**src/rtl/ram_port_arbiter.sv**
```systemverilog
`default_nettype none
// ============================================================================
//  Module   : ram_port_arbiter
//  Purpose  : Shares the single-port simulation RAM between the CPU
//             instruction-fetch requester and the data-memory requester.
//             Data requests win by default. A fetch that has been denied
//             STARVE_LIMIT consecutive cycles wins the next conflict.
//             A branch flush blocks new fetch grants and drops the response
//             of a fetch that is already in flight.
//  Revision : 1.0 - initial release
// ----------------------------------------------------------------------------
//  Ports
//    clock, reset_n          : clock (rising edge), async active-low reset
//    if_req_valid/ready      : fetch request handshake (ready = grant)
//    if_addr, if_flush       : fetch address, branch redirect
//    if_resp_valid, if_rdata : fetch response, one cycle after grant
//    dm_req_valid/ready      : data request handshake (ready = grant)
//    dm_we, dm_addr, dm_wdata: data write enable, address and write data
//    dm_resp_valid, dm_rdata : data response (rdata is 0 for writes)
//    ram_ce, ram_wen         : RAM chip enable and write enable
//    ram_raddr, ram_waddr    : RAM read and write addresses
//    ram_wdata, ram_rdata    : RAM write data, registered read data
//  Optional (macro RAM_ARB_PERF_EN defined):
//    perf_if_grants, perf_dm_grants, perf_conflicts, perf_flush_kills
//    32-bit saturating event counters
// ============================================================================
module ram_port_arbiter #(
  parameter int ADDR_W       = 32,
  parameter int DATA_W       = 32,
  parameter int STARVE_LIMIT = 4
) (
  input  logic              clock,
  input  logic              reset_n,
  input  logic              if_req_valid,
  output logic              if_req_ready,
  input  logic [ADDR_W-1:0] if_addr,
  input  logic              if_flush,
  output logic              if_resp_valid,
  output logic [DATA_W-1:0] if_rdata,
  input  logic              dm_req_valid,
  output logic              dm_req_ready,
  input  logic              dm_we,
  input  logic [ADDR_W-1:0] dm_addr,
  input  logic [DATA_W-1:0] dm_wdata,
  output logic              dm_resp_valid,
  output logic [DATA_W-1:0] dm_rdata,
  output logic              ram_ce,
  output logic              ram_wen,
  output logic [ADDR_W-1:0] ram_raddr,
  output logic [ADDR_W-1:0] ram_waddr,
  output logic [DATA_W-1:0] ram_wdata,
  input  logic [DATA_W-1:0] ram_rdata
`ifdef RAM_ARB_PERF_EN
  ,
  output logic [31:0]       perf_if_grants,
  output logic [31:0]       perf_dm_grants,
  output logic [31:0]       perf_conflicts,
  output logic [31:0]       perf_flush_kills
`endif
);

  // State encodes the transaction issued in the previous cycle.
  localparam logic [1:0] c_idle  = 2'd0;
  localparam logic [1:0] c_rd_if = 2'd1;
  localparam logic [1:0] c_rd_dm = 2'd2;
  localparam logic [1:0] c_wr_dm = 2'd3;

  localparam logic [3:0] c_starve_limit = 4'(STARVE_LIMIT);

  logic [1:0] r_state;
  logic [1:0] w_next_state;
  logic [3:0] r_starve_cnt;
  logic       r_flush_kill;

  logic w_if_compete;
  logic w_dm_compete;
  logic w_starved;
  logic w_if_grant;
  logic w_dm_grant;
  logic w_if_killed;

  // Grants are qualified with reset_n so every output reads 0 while reset
  // is asserted, even if requesters keep their valids high.
  assign w_if_compete = reset_n & if_req_valid & ~if_flush;
  assign w_dm_compete = reset_n & dm_req_valid;
  assign w_starved    = (r_starve_cnt >= c_starve_limit);
  assign w_if_grant   = w_if_compete & (~w_dm_compete | w_starved);
  assign w_dm_grant   = w_dm_compete & ~w_if_grant;

  // A fetch response is dropped by a flush in its response cycle, or by a
  // flush registered from the issue cycle (a second guard; the grant rule
  // already keeps a flushed cycle from issuing a fetch).
  assign w_if_killed  = (r_state == c_rd_if) & (if_flush | r_flush_kill);

  // --------------------------------------------------------------------------
  // State register
  // --------------------------------------------------------------------------
  always_ff @(posedge clock or negedge reset_n) begin
    if (!reset_n) begin
      r_state <= c_idle;
    end else begin
      r_state <= w_next_state;
    end
  end

  // --------------------------------------------------------------------------
  // Next-state logic: next state is the type of this cycle's grant
  // --------------------------------------------------------------------------
  always_comb begin
    w_next_state = c_idle;
    if (w_if_grant) begin
      w_next_state = c_rd_if;
    end else if (w_dm_grant) begin
      w_next_state = dm_we ? c_wr_dm : c_rd_dm;
    end
  end

  // --------------------------------------------------------------------------
  // Output logic: issue side from the grant, response side from the state
  // --------------------------------------------------------------------------
  always_comb begin
    if_req_ready  = w_if_grant;
    dm_req_ready  = w_dm_grant;
    ram_ce        = w_if_grant | w_dm_grant;
    ram_wen       = 1'b0;
    ram_raddr     = '0;
    ram_waddr     = '0;
    ram_wdata     = '0;
    if_resp_valid = 1'b0;
    if_rdata      = '0;
    dm_resp_valid = 1'b0;
    dm_rdata      = '0;

    if (w_if_grant) begin
      ram_raddr = if_addr;
    end else if (w_dm_grant) begin
      if (dm_we) begin
        ram_wen   = 1'b1;
        ram_waddr = dm_addr;
        ram_wdata = dm_wdata;
      end else begin
        ram_raddr = dm_addr;
      end
    end

    case (r_state)
      c_rd_if: begin
        if (!w_if_killed) begin
          if_resp_valid = 1'b1;
          if_rdata      = ram_rdata;
        end
      end
      c_rd_dm: begin
        dm_resp_valid = 1'b1;
        dm_rdata      = ram_rdata;
      end
      c_wr_dm: begin
        dm_resp_valid = 1'b1;
      end
      default: ;
    endcase
  end

  // --------------------------------------------------------------------------
  // Starvation counter: counts consecutive lost conflicts, saturates at 15
  // --------------------------------------------------------------------------
  always_ff @(posedge clock or negedge reset_n) begin
    if (!reset_n) begin
      r_starve_cnt <= '0;
      r_flush_kill <= 1'b0;
    end else begin
      r_flush_kill <= if_flush;
      if (w_if_compete && !w_if_grant) begin
        if (r_starve_cnt != 4'hF) begin
          r_starve_cnt <= r_starve_cnt + 4'd1;
        end
      end else begin
        r_starve_cnt <= '0;
      end
    end
  end

`ifdef RAM_ARB_PERF_EN
  // --------------------------------------------------------------------------
  // Saturating performance counters
  // --------------------------------------------------------------------------
  logic w_conflict;
  assign w_conflict = w_if_compete & w_dm_compete;

  always_ff @(posedge clock or negedge reset_n) begin
    if (!reset_n) begin
      perf_if_grants   <= '0;
      perf_dm_grants   <= '0;
      perf_conflicts   <= '0;
      perf_flush_kills <= '0;
    end else begin
      if (w_if_grant && (perf_if_grants != 32'hFFFF_FFFF)) begin
        perf_if_grants <= perf_if_grants + 32'd1;
      end
      if (w_dm_grant && (perf_dm_grants != 32'hFFFF_FFFF)) begin
        perf_dm_grants <= perf_dm_grants + 32'd1;
      end
      if (w_conflict && (perf_conflicts != 32'hFFFF_FFFF)) begin
        perf_conflicts <= perf_conflicts + 32'd1;
      end
      if (w_if_killed && (perf_flush_kills != 32'hFFFF_FFFF)) begin
        perf_flush_kills <= perf_flush_kills + 32'd1;
      end
    end
  end
`endif

endmodule
`default_nettype wire

```
**config.mk**
```make
export PLATFORM = sky130hd
export DESIGN_NAME = ram_port_arbiter
export DESIGN_NICKNAME = d
export VERILOG_FILES = /design/src/rtl/ram_port_arbiter.sv
export SDC_FILE = /design/constraint.sdc
export NUM_CORES = 1
export LEC_CHECK = 0
export CORE_AREA = 2 2 115 117
export CTS_BUF_LIST = sky130_fd_sc_hd__clkbuf_16
export DETAILED_ROUTE_END_ITERATION = 8
export DIE_AREA = 0 0 117 119
export PLACE_DENSITY_LB_ADDON = 0.05
export SYNTH_ARGS = -nofsm -noshare
export SYNTH_HDL_FRONTEND = slang
export SYNTH_SLANG_ARGS = --single-unit
```
**constraint.sdc**
```tcl
create_clock -name clock -period 4.5 [get_ports clock]
set_input_delay 0.45 -clock clock [delete_from_list [all_inputs] [get_ports clock]]
set_output_delay 0.45 -clock clock [all_outputs]
set_load 0.01 [all_outputs]
```
==> tab_implementation.tex <==
\begin{tabular}{lr}
\hline
Metric & Value \\
\hline
\multicolumn{2}{l}{\textbf{Job}} \\
Max\_cap viols & 0 \\
\multicolumn{2}{l}{\textbf{Timing}} \\
Worst-Margin Slew & 0.559 ns \\
Unrepaired setup endpoints after global routing & false \\
Pins Over Slew Limit & 0 \\
Final setup vio count & 0 \\
Final Skew & 0.00130 ns \\
Sum of negative setup slack & 0 ns \\
Minimum clock period after layout & roughly 3.4 ns \\
Portion of the clock cycle consumed by the worst path in the final layout & between 70\% and 80\% \\
Relative slew slack & a little over three fifths \\
Highest Clock Rate & 0.293 GHz \\
Count of endpoints failing hold in the final timing report & 0 \\
\multicolumn{2}{l}{\textbf{Global routing}} \\
Vias in the first global route & 2744 \\
Largest net degree at the start of global routing & 67 \\
GR Overflow Total & 0 \\
Antenna violations before repair & 0 \\
GRT Overall Usage & 14.4\% \\
First-pass GRT wire length & 15.5 mm \\
\multicolumn{2}{l}{\textbf{Pwr}} \\
Leakage Power & 2.02 nW \\
Cell-internal power & just under 0.4 mW \\
Power, Total & 0.535 mW \\
Net switching component of the power & 0.147 mW \\
Net Sw Frac & 27.4\% \\
Combinational group share of total power & between 50 and 60\% \\
Power density cells & 112 nW/µm² \\
Clock share of power & between 20\% and 30\% \\
Sequential share of power & 12.5\% \\
Peak supply drop & 89.7 µV \\
\multicolumn{2}{l}{\textbf{Clock tree}} \\
Clock Root Buffer & sky130\_fd\_sc\_hd\_\_clkbuf\_16 \\
CTS tree & built \\
CTS clk-pin slew, worst paths & approximately 0.04 ns \\
Worst-case clock buffer depth & 2 \\
Sink Count & 7 \\
Number of instances resized during post-cts repair & 0 \\
Quantity of hold-fixing buffers added after cts & 0 \\
Count of buffers added by post-CTS timing repair for setup & 0 \\
Clock Latency Late Sink & 0.23 ns \\
H-Tree Level Count & 1 \\
Num CTS Buffers & 3 \\
\multicolumn{2}{l}{\textbf{Synth}} \\
Most used flip-flop cell after synthesis & sky130\_fd\_sc\_hd\_\_dfrtp\_1 \\
Fraction of registers with async set or reset after synthesis & 100\% \\
Synth Instances & 213 \\
Largest cells by area after synthesis & sky130\_fd\_sc\_hd\_\_and2\_1, sky130\_fd\_sc\_hd\_\_and3\_1, sky130\_fd\_sc\_hd\_\_a22o\_1 \\
Top cell type by total area after synthesis & sky130\_fd\_sc\_hd\_\_and2\_1 \\
Part of the Yosys area used for sequential elements & 11.4\% \\
Register bit total from synthesis & 7 \\
Post-synth top area share & roughly 27\% \\
Summed instance area of the synthesized netlist & 1540 µm² \\
Post-synth EDFFs & 0 \\
Post-synthesis area per instance & 7.21 µm² \\
Net count of the mapped netlist & 348 \\
Number of library cell types mapped by synthesis & 23 \\
Warning count from the yosys run & 0 \\
\multicolumn{2}{l}{\textbf{Finish}} \\
Proportion of layout cells with a drive suffix above 1 & 3.03\% \\
Leading cell types in the layout, fill and taps excluded & sky130\_fd\_sc\_hd\_\_clkdlybuf4s50\_1, sky130\_fd\_sc\_hd\_\_and2\_1, sky130\_fd\_sc\_hd\_\_and3\_1 \\
Area overhead of the layout relative to synthesis & 212\% \\
Utilization after layout & 37.2\% \\
Ant. Diodes & 0 \\
Most frequent standard cell in the layout excluding fill and tap cells & sky130\_fd\_sc\_hd\_\_clkdlybuf4s50\_1 \\
Final nets & 631 \\
\multicolumn{2}{l}{\textbf{Worst setup path}} \\
Required @ worst endpoint & a little over 4 ns \\
Worst reg-to-reg path cell count & 3 \\
Worst R2R End & r\_state[0]\$\_DFF\_PN0\_ \\
Crit path DAT & 2.96 ns \\
RR Startpoint & r\_starve\_cnt[2]\$\_DFFE\_PN0P\_ \\
Flop2flop setup slack & 2.93 ns \\
Worst setup EP type & output pin \\
Cell mode on critical path & sky130\_fd\_sc\_hd\_\_clkdlybuf4s50\_1 \\
Worst stage delay on the critical path & 0.73 ns \\
WS Path Type & input pin to output pin \\
Origin of the worst setup path & reset\_n \\
Slowest cell on the critical path & sky130\_fd\_sc\_hd\_\_clkdlybuf4s50\_1 \\
CP cell instances & clkdlybuf4s50\_1, nand2\_1, a211oi\_4, buf\_12, a22o\_1, clkdlybuf4s50\_1 \\
Launching element type of the critical path & input pin \\
CP max FO & 24 \\
CP Capture Point & ram\_raddr[31] \\
\multicolumn{2}{l}{\textbf{Drt}} \\
Number of violations reported at the end of detailed-routing iteration 0 & 49 \\
First drt pass iteration count & 3 \\
Wire length reported by the detailed router & 11.1 mm \\
Final routed wire length divided by cell count & 16.6 µm \\
Post-route antenna net violation count & 0 \\
Via count of the routed design & 2714 \\
Remaining DRCs & 0 \\
Number of vias per cell & 4.04 \\
\multicolumn{2}{l}{\textbf{Placement}} \\
Global placer's final weighted congestion & 0.847 \\
Detail Placement HPWL & 9.26 mm \\
IO buf count & around 300 \\
\multicolumn{2}{l}{\textbf{Die}} \\
Starting utilization of the core area & 11.9\% \\
Total Die Area & roughly 14000 µm² \\
Chip Height & 119 µm \\
Number of rows created at floorplan & 42 \\
Core Footprint & 12900 µm² \\
Number of top-level pins & 300 \\
Horizontal die dimension & 117 µm \\
\multicolumn{2}{l}{\textbf{Outcome}} \\
Outcome & completed \\
\multicolumn{2}{l}{\textbf{Min path}} \\
Worst min path class & register to register \\
\hline
\end{tabular}
==> per-stage QoR <==
step           setup slack, ns  cell area (µm²)  hold slack, ns  std cells
2_1_floorplan             2.69             1540           0.154        213
5_1_grt                  0.887             4790           0.463        671
3_3_place_gp              1.11             4710           0.424        667
6_report                  1.09             4790           0.440        671
4_1_cts                   1.04             4790           0.444        671
3_5_place_dp              1.05             4710           0.439        667
==> cell families after synthesis <==
kind of cell             Yosys count  share of synthesized area [%]
buffers and inverters             29                           9.53
adder cells (fa/ha/maj)            1                          0.814
AND/OR/NAND/NOR                  138                           56.9
flip-flops                         7                           11.4
AO/OA/AOI/OAI                     37                           21.1
other                              1                          0.244
==> layer usage <==
metal	global-route usage, %	routed length [µm]	vias to the layer above
li1	-	-	1321
met1	14.3	3870	1213
met2	29.9	6060	176
met3	3.72	1180	4
met4	1.32	32	0
met5	0	0	-
==> state kept, by name, summed over array words and instances, names as in the netlist <==
name	flops
r_flush_kill	1
r_starve_cnt	4
r_state	2
==> synthesized netlist by cell type (2+ instances only) <==
library cell               number
sky130_fd_sc_hd__and3_1        64
sky130_fd_sc_hd__clkbuf_2       4
sky130_fd_sc_hd__dfrtp_1        7
sky130_fd_sc_hd__a22o_1        32
sky130_fd_sc_hd__nor2b_1        2
sky130_fd_sc_hd__clkbuf_1      15
sky130_fd_sc_hd__buf_6          3
sky130_fd_sc_hd__buf_2          5
sky130_fd_sc_hd__and2_1        67
==> final cells by class <==
| class | count | area, µm² |
|---|---|---|
| Inverter | 1 | 3.75 |
| Multi-Input combinational cell | 177 | 1240 |
| Clock inverter | 1 | 3.75 |
| Timing Repair Buffer | 306 | 3070 |
| Sequential cell | 7 | 175 |
| Tap cell | 176 | 220 |
| Clock buffer | 3 | 75.1 |
| Fill cell | 1357 | 8080 |
==> worst min-delay path by stage <==
stage	from	end	slack, ns	cells after the start
final	r_starve_cnt[0]$_DFFE_PN0P_	r_starve_cnt[0]$_DFFE_PN0P_	0.44	1
after global routing	r_starve_cnt[0]$_DFFE_PN0P_	r_starve_cnt[0]$_DFFE_PN0P_	0.46	1
after CTS	r_starve_cnt[0]$_DFFE_PN0P_	r_starve_cnt[0]$_DFFE_PN0P_	0.44	1
after detailed placement	r_starve_cnt[0]$_DFFE_PN0P_	r_starve_cnt[0]$_DFFE_PN0P_	0.44	1
after global placement	r_starve_cnt[0]$_DFFE_PN0P_	r_starve_cnt[0]$_DFFE_PN0P_	0.42	1
after floorplan	reset_n	r_flush_kill$_DFF_PN0_	0.15	0
==> critical path: cells and delay by family <==
family | cells | cell delay (ns)
AO/OA/AOI/OAI | 2 | 0.71
AND/OR/NAND/NOR | 1 | 0.26
buffers and inverters | 3 | 1.52
==> power groups by stage <==
stage	clock, mW	sequential, mW	combinational, mW
after detailed placement	0	0.0678	0.321
after global placement	0	0.0678	0.322
after CTS	0.152	0.0670	0.323
final	0.150	0.0670	0.318
after floorplan	0	0.0672	0.0895
after global routing	0.155	0.0673	0.339
Note: power is estimated with default switching activity, not from simulation.
